`config.mk`:
```
export PLATFORM = sky130hd
export DESIGN_NAME = fetch_decode_ctrl
export DESIGN_NICKNAME = d
export VERILOG_FILES = /design/src/rtl/pipe_pkg.sv /design/src/rtl/sat_counter.sv /design/src/rtl/fetch_decode_ctrl.sv
export SDC_FILE = /design/constraint.sdc
export NUM_CORES = 1
export LEC_CHECK = 0
export ABC_AREA = 1
export CAP_MARGIN = 20
export CORE_ASPECT_RATIO = 1.5
export CORE_UTILIZATION = 41
export CTS_CLUSTER_DIAMETER = 80
export DETAILED_ROUTE_END_ITERATION = 10
export GPL_TIMING_DRIVEN = 0
export PLACE_DENSITY_LB_ADDON = 0.15
export SLEW_MARGIN = 20
export SYNTH_ARGS = -nofsm -noshare
export SYNTH_HDL_FRONTEND = slang
export SYNTH_SLANG_ARGS = --single-unit
```
`constraint.sdc`:
```
create_clock -name clk -period 1.5 [get_ports clk]
set_input_delay 0.15 -clock clk [delete_from_list [all_inputs] [get_ports clk]]
set_output_delay 0.15 -clock clk [all_outputs]
set_load 0.02 [all_outputs]
```
`src/rtl/pipe_pkg.sv`:
```
// Shared constants for the fetch/decode pipeline control slice: reset and NOP
// values, instruction field positions and the ID/EX bubble encoding.
package pipe_pkg;

  localparam int          XLEN      = 32;
  localparam int          CTRL_W    = 8;
  localparam int          CNT_W     = 16;
  localparam logic [31:0] RESET_PC  = 32'h0000_0000;
  localparam logic [31:0] NOP_INSTR = 32'h0000_0013;

  localparam int RS1_LSB = 15;
  localparam int RS2_LSB = 20;
  localparam int RD_LSB  = 7;
  localparam int REG_W   = 5;

  // Non-control half of a bubble; the control bundle of a bubble is all zeros.
  localparam logic [REG_W-1:0] BUBBLE_RD      = '0;
  localparam logic             BUBBLE_MEMREAD = 1'b0;
  localparam logic             BUBBLE_VALID   = 1'b0;

  function automatic logic [REG_W-1:0] reg_field(input logic [31:0] instr, input int lsb);
    return instr[lsb +: REG_W];
  endfunction

endpackage

```
`src/rtl/sat_counter.sv`:
```
// Event counter that sticks at its maximum value instead of wrapping.
module sat_counter #(
  parameter int CNT_W = 16
) (
  input  logic             clk,
  input  logic             reset,
  input  logic             inc,
  output logic [CNT_W-1:0] cnt
);

  logic [CNT_W-1:0] cnt_reg;

  always_ff @(posedge clk) begin
    if (reset) begin
      cnt_reg <= '0;
    end else if (inc && (cnt_reg != {CNT_W{1'b1}})) begin
      cnt_reg <= cnt_reg + CNT_W'(1);
    end
  end

  assign cnt = cnt_reg;

endmodule

```
`src/rtl/fetch_decode_ctrl.sv`:
```
// PC, IF/ID and ID/EX-control registers with reset > flush > stall > advance
// priority, plus stall/flush event counters.
module fetch_decode_ctrl
  import pipe_pkg::*;
#(
  parameter int                XLEN      = pipe_pkg::XLEN,
  parameter logic [XLEN-1:0]   RESET_PC  = XLEN'(pipe_pkg::RESET_PC),
  parameter logic [31:0]       NOP_INSTR = pipe_pkg::NOP_INSTR,
  parameter int                CTRL_W    = pipe_pkg::CTRL_W,
  parameter int                CNT_W     = pipe_pkg::CNT_W
) (
  input  logic              clk,
  input  logic              reset,
  input  logic              stall_in,
  input  logic              branch_taken,
  input  logic [XLEN-1:0]   branch_target,
  input  logic [31:0]       imem_instr,
  input  logic [CTRL_W-1:0] id_ctrl,
  input  logic [4:0]        id_rd,
  input  logic              id_memread,
  output logic [XLEN-1:0]   pc_out,
  output logic [XLEN-1:0]   ifid_pc,
  output logic [31:0]       ifid_instr,
  output logic              ifid_valid,
  output logic [4:0]        ifid_rs1,
  output logic [4:0]        ifid_rs2,
  output logic [CTRL_W-1:0] idex_ctrl,
  output logic [4:0]        idex_rd,
  output logic              idex_memread,
  output logic              idex_valid,
  output logic [CNT_W-1:0]  stall_cnt,
  output logic [CNT_W-1:0]  flush_cnt
);

  logic [XLEN-1:0]   pc_reg;
  logic [XLEN-1:0]   ifid_pc_reg;
  logic [31:0]       ifid_instr_reg;
  logic              ifid_valid_reg;
  logic [CTRL_W-1:0] idex_ctrl_reg;
  logic [4:0]        idex_rd_reg;
  logic              idex_memread_reg;
  logic              idex_valid_reg;

  logic do_flush;
  logic do_stall;

  assign do_flush = branch_taken;
  assign do_stall = stall_in && !branch_taken;

  always_ff @(posedge clk) begin
    if (reset) begin
      pc_reg           <= RESET_PC;
      ifid_pc_reg      <= '0;
      ifid_instr_reg   <= NOP_INSTR;
      ifid_valid_reg   <= 1'b0;
      idex_ctrl_reg    <= '0;
      idex_rd_reg      <= BUBBLE_RD;
      idex_memread_reg <= BUBBLE_MEMREAD;
      idex_valid_reg   <= BUBBLE_VALID;
    end else if (do_flush) begin
      pc_reg           <= branch_target;
      ifid_pc_reg      <= '0;
      ifid_instr_reg   <= NOP_INSTR;
      ifid_valid_reg   <= 1'b0;
      idex_ctrl_reg    <= '0;
      idex_rd_reg      <= BUBBLE_RD;
      idex_memread_reg <= BUBBLE_MEMREAD;
      idex_valid_reg   <= BUBBLE_VALID;
    end else if (do_stall) begin
      // PC and IF/ID hold; only ID/EX takes the bubble.
      idex_ctrl_reg    <= '0;
      idex_rd_reg      <= BUBBLE_RD;
      idex_memread_reg <= BUBBLE_MEMREAD;
      idex_valid_reg   <= BUBBLE_VALID;
    end else begin
      pc_reg         <= pc_reg + XLEN'(4);
      ifid_pc_reg    <= pc_reg;
      ifid_instr_reg <= imem_instr;
      ifid_valid_reg <= 1'b1;
      if (ifid_valid_reg) begin
        idex_ctrl_reg    <= id_ctrl;
        idex_rd_reg      <= id_rd;
        idex_memread_reg <= id_memread;
        idex_valid_reg   <= 1'b1;
      end else begin
        idex_ctrl_reg    <= '0;
        idex_rd_reg      <= BUBBLE_RD;
        idex_memread_reg <= BUBBLE_MEMREAD;
        idex_valid_reg   <= BUBBLE_VALID;
      end
    end
  end

  sat_counter #(.CNT_W(CNT_W)) u_stall_cnt (
    .clk   (clk),
    .reset (reset),
    .inc   (do_stall),
    .cnt   (stall_cnt)
  );

  sat_counter #(.CNT_W(CNT_W)) u_flush_cnt (
    .clk   (clk),
    .reset (reset),
    .inc   (do_flush),
    .cnt   (flush_cnt)
  );

  assign pc_out       = pc_reg;
  assign ifid_pc      = ifid_pc_reg;
  assign ifid_instr   = ifid_instr_reg;
  assign ifid_valid   = ifid_valid_reg;
  assign ifid_rs1     = reg_field(ifid_instr_reg, RS1_LSB);
  assign ifid_rs2     = reg_field(ifid_instr_reg, RS2_LSB);
  assign idex_ctrl    = idex_ctrl_reg;
  assign idex_rd      = idex_rd_reg;
  assign idex_memread = idex_memread_reg;
  assign idex_valid   = idex_valid_reg;

endmodule
```
Yosys cells after proc, flatten, opt, wreduce, memory -nomap -nowiden
Cells that the tools add are included.

cells by class
  add/subtract/negate cells = 3
  equality and inequality tests = 3
  mux-type cells = 3
  bitwise logic cells = 1
  reductions and logical operators = 7

operators by type and width
  cell                                                             number
  32-bit 2-to-1 mux                                                2
  16-bit by 1-bit adder with 16-bit output, second input constant  2
  32-bit by 3-bit adder with 32-bit output, second input constant  1
  16-bit != test, second input constant                            2
  4-bit OR reduction                                               1
  1-bit logical AND                                                3
  3-bit OR reduction                                               1
  2-bit != test, second input constant                             1
  2-bit OR reduction                                               1
  1-bit logical NOT                                                1
  1-bit 2-to-1 mux                                                 1
  1-bit inverter                                                   1

word-level totals
  bits in registers = 144
  bits of input ports = 82
  output and inout port bits = 154
  logic and storage cells = 27

Depth between registers and ports, before layout
  depth in word-level cells = 4
  depth in mapped cells = 11
  mapped depth without buffers = 11

By module
A second synthesis with hierarchy kept.

unflattened totals
  cell total of the unflattened synthesis = 993
  area, all modules = 6775.2 µm²

by module, submodules not included
  module             times used  cells an instance  area an instance (µm²)  sequential area each (µm²)
  fetch_decode_ctrl  1           695                4916.0                  2242.2
  sat_counter        2           149                929.6                   320.3

Least setup slack after synthesis
No wires, ideal clock.

  path type = flip-flop to flip-flop
  start point = register u_stall_cnt.cnt_reg[1], in the netlist u_stall_cnt.cnt[1]
  end point = register u_stall_cnt.cnt_reg[1], in the netlist u_stall_cnt.cnt[1]
  setup time = 116 ps
  arrival time = 1605 ps
  required time = 1384 ps
  setup slack = -221 ps
  stages on the path, launching flop included = 12
  path buffers = 1
  period minus slack after synthesis = 1721 ps
  cell sequence = dfxtp_1 -> ha_1 -> nand2_1 -> nor2_2 -> inv_2 -> nor2_2 -> nand3_2 -> nand2_4 -> inv_2 -> buf_6 -> nor2_1 -> nor2_1

on the way
  cells in the longest elaborated chain, start to end = 2
  elaborated cells on any way between the ends = 3
  classes of those cells = add/sub: 1; eq/ne: 1; reduce/logical: 1

RTL lines
  what                                                                              line               source
  start, declared                                                                   sat_counter.sv:11  logic [CNT_W-1:0] cnt_reg;
  start signal, assigned                                                            sat_counter.sv:17  cnt_reg <= cnt_reg + CNT_W'(1);
  branches (longest 2 deep; another with 16-bit by 1-bit adder with 16-bit output)  -

Parallel ways; which one is timed is not known.
A chain may end at the register's enable or synchronous reset.

Worst setup path in the final report
  start point = register pc_reg[27], in the netlist pc_out[27]
  end point = register pc_reg[28], in the netlist pc_out[28]

on the way
  cells in the longest elaborated chain, start to end = 3

RTL lines
  what                                      line                     source
  start, declared                           fetch_decode_ctrl.sv:35  logic [XLEN-1:0] pc_reg;
  start signal, assigned                    fetch_decode_ctrl.sv:61  pc_reg <= branch_target;
  start signal, assigned                    fetch_decode_ctrl.sv:76  pc_reg <= pc_reg + XLEN'(4);
  32-bit by 3-bit adder with 32-bit output  fetch_decode_ctrl.sv:76
  32-bit 2-to-1 mux                         fetch_decode_ctrl.sv:69  end else if (do_stall) begin
  32-bit 2-to-1 mux                         fetch_decode_ctrl.sv:60  end else if (do_flush) begin

Every way passes these cells. The select of a mux whose other input is x is not followed.

==> summary.txt <==
GRT Overall Usage: 28.9%
Starting Density: 42.2%
Syn_nets: 1,040
Die Y-Extent: 158 um
Area share of the largest cell type after synthesis: 43.3%
Wirelength per Cell: 17.2 um
Setup ws final: -0.00996 ns
CP required: 1.83 ns
Vias in the first global route: 7,053
DP Area: 9330 um^2
Die area: 16,800 um^2
Final setup skew: 0.0137 ns
Mapped Area: 6660 um^2
Power Total: 9.67 mW
CTS tree: yes
Cell Rows: 56
Largest area contributor in the synthesized netlist: dfxtp_1
Hold Path Class: input port to register
Hold depth: 3
Worst Tran Pin Value: 0.698 ns
Maximum clock frequency: 0.662 GHz
Crit start category: register
DR DRC count: 0
Hpwl dp: 18,200 um
Violated checks: setup timing
Crit path DAT: 1.84 ns
Core area: 15,800 um^2
Drt initial violations: 444
Area delta synth->final: 59.9%
Clock Latency Late Sink: 0.42 ns
Fin crit share: 101%
Final Hold Vio Count: 0
RSZ-0062 raised after global routing: true
Max Transition Viols Final: 0
Status: finished, violations left
Most common cell after layout, fill and taps aside: dlygate4sd2_1
Boundary Pins: 236
# clock sinks: 144
Crit Path Class: register to register
Crit path time final: 1.51 ns
Pre-antenna DRT Iters: 5
Leakage power: 4.94 nW
Power per cell area: 909 nW/um^2
Grt total ovfl: 0
Register area share after synthesis: 43.3%
Setup Viol. Count Final: 8
Cells on worst reg2reg path: 9
Clock-pin transition on the worst setup and hold timing paths: 0.07 ns
Post-Syn Area per Cell: 6.97 um^2
Layout cells sized above 1: 19.9%
Final wirelength: 25,200 um
Routability Congestion: 0.981
Peak VDD IR: 0.000860 V
Max clock buf depth: 2
Largest cells by area after synthesis: dfxtp_1 43%, nand2_1 9.2%, nor2_1 8.9%
Final #Nets: 1,336
Post-synth cell types: 32
Cells after Synth: 955
CTS Buf Count: 17
Cells after DPL: 1,392
Crit path capture type: register
Largest net degree at the start of global routing: 17
DR vias: 7,636
First-pass GRT wire length: 36,800 um
Synthesis warning total: 0
Most frequent cells in the layout: 150 x dlygate4sd2_1, 137 x nor2_1, 134 x nand2_1, 113 x dfxtp_1, 103 x inv_1
# H-tree levels: 4
Relative slew slack: 53.5%
#FFs+latches synth: 144
IO Port Bufs: 234
# diodes: 0
Post-DR vias/cell: 5.21
Die Wd: 106 um
Clock root buffer: clkbuf_16
Antenna violations before repair: 0
MaxCap Viol Count: 0
Post-route cell area: 10,600 um^2
ANT nets after route: 0
Worst-path maximum fanout: 6
Post-route non-filler standard cell count: 1,467
[worst paths after layout]
| path | start | to | slack, ns |
|---|---|---|---|
| setup / recovery | pc_out[27] | pc_out[28] | -0.01 |
| hold / removal | branch_taken | pc_out[14] | 0.15 |
| setup reg to reg | pc_out[27] | pc_out[28] | -0.01 |
| hold reg to reg | ifid_instr[7] | ifid_instr[7] | 0.46 |
[synth_stat cells]
cell / instances
a211oi_1: 2
a21boi_0: 1
a21oi_1: 86
a31oi_1: 1
and2_1: 2
buf_1: 1
buf_2: 11
buf_4: 11
buf_6: 4
clkbuf_1: 22
dfxtp_1: 144
ha_1: 3
inv_1: 107
inv_2: 4
nand2_1: 163
nand2_4: 2
nand3_1: 43
nand3_2: 3
nand3b_1: 1
nand4_1: 15
nor2_1: 158
nor2_2: 6
nor2_4: 1
nor3_1: 18
nor3_2: 2
o211ai_1: 2
o21ai_0: 109
o221ai_1: 9
o22ai_1: 1
or2_0: 1
xnor2_1: 6
xor2_1: 16
[where the power goes]
group          switching [mW]  leakage (nW)  internal (mW)
clock network            1.84         0.269           2.17
registers               0.181          1.19           3.99
logic                   0.858          3.48          0.630
total                    2.88          4.94           6.79
[cells by family after synthesis]
group | share of synthesized area (%)
simple gates | 26.3
compound gates | 16.6
buf+inv | 10.3
flops | 43.3
xor+xnor | 2.90
fa+ha+maj | 0.564
[layout make-up]
type | count | area [um^2]
Clock inverter | 15 | 130
Clock buffer | 17 | 425
Fill cell | 1403 | 5120
Sequential cell | 144 | 2960
Multi-Input combinational cell | 651 | 3580
Inverter | 111 | 432
Timing Repair Buffer | 277 | 2560
Tap cell | 203 | 254
Buffer | 49 | 295
[worst max-delay path, stage by stage, from the launching register on]
cell and delay [ns]:
dfxtp_1 0.47, inv_1 0.19, nor3_1 0.29, nand2_1 0.08, nor2_1 0.09, nand2_1 0.06, nand2_1 0.05, nand3_1 0.08
nand2_1 0.07, inv_1 0.03
[what timing repair did]
| action | in CTS | in global routing |
|---|---|---|
| gates cloned | 1 | 2 |
| setup buffers | 17 | 23 |
| pin swaps | 11 | 32 |
| hold buffers | 0 | 0 |
| setup endpoints to repair | 270 | 81 |
| gates resized for setup | 203 | 145 |
[metal layers]
layer	wire (um)	global-route usage, %
met1	9210	31.3
met4	1580	19.3
met2	12900	51.2
met5	0	0
met3	1480	5.35
[metrics by stage]
stage          hold WS, ns  worst slack (ns)  util [%]  setup TNS (ns)
2_1_floorplan        0.238          -0.00363         -         -0.0165
3_3_place_gp         0.441            -0.681      59.2          -64.27
3_5_place_dp         0.447            -0.732      59.2          -66.84
4_1_cts              0.121          -0.00764      63.4         -0.0145
5_1_grt              0.137            -0.113      67.5           -2.72
6_report             0.147          -0.00996      67.5         -0.0550
No activity file was read; power rests on OpenSTA's default activity.
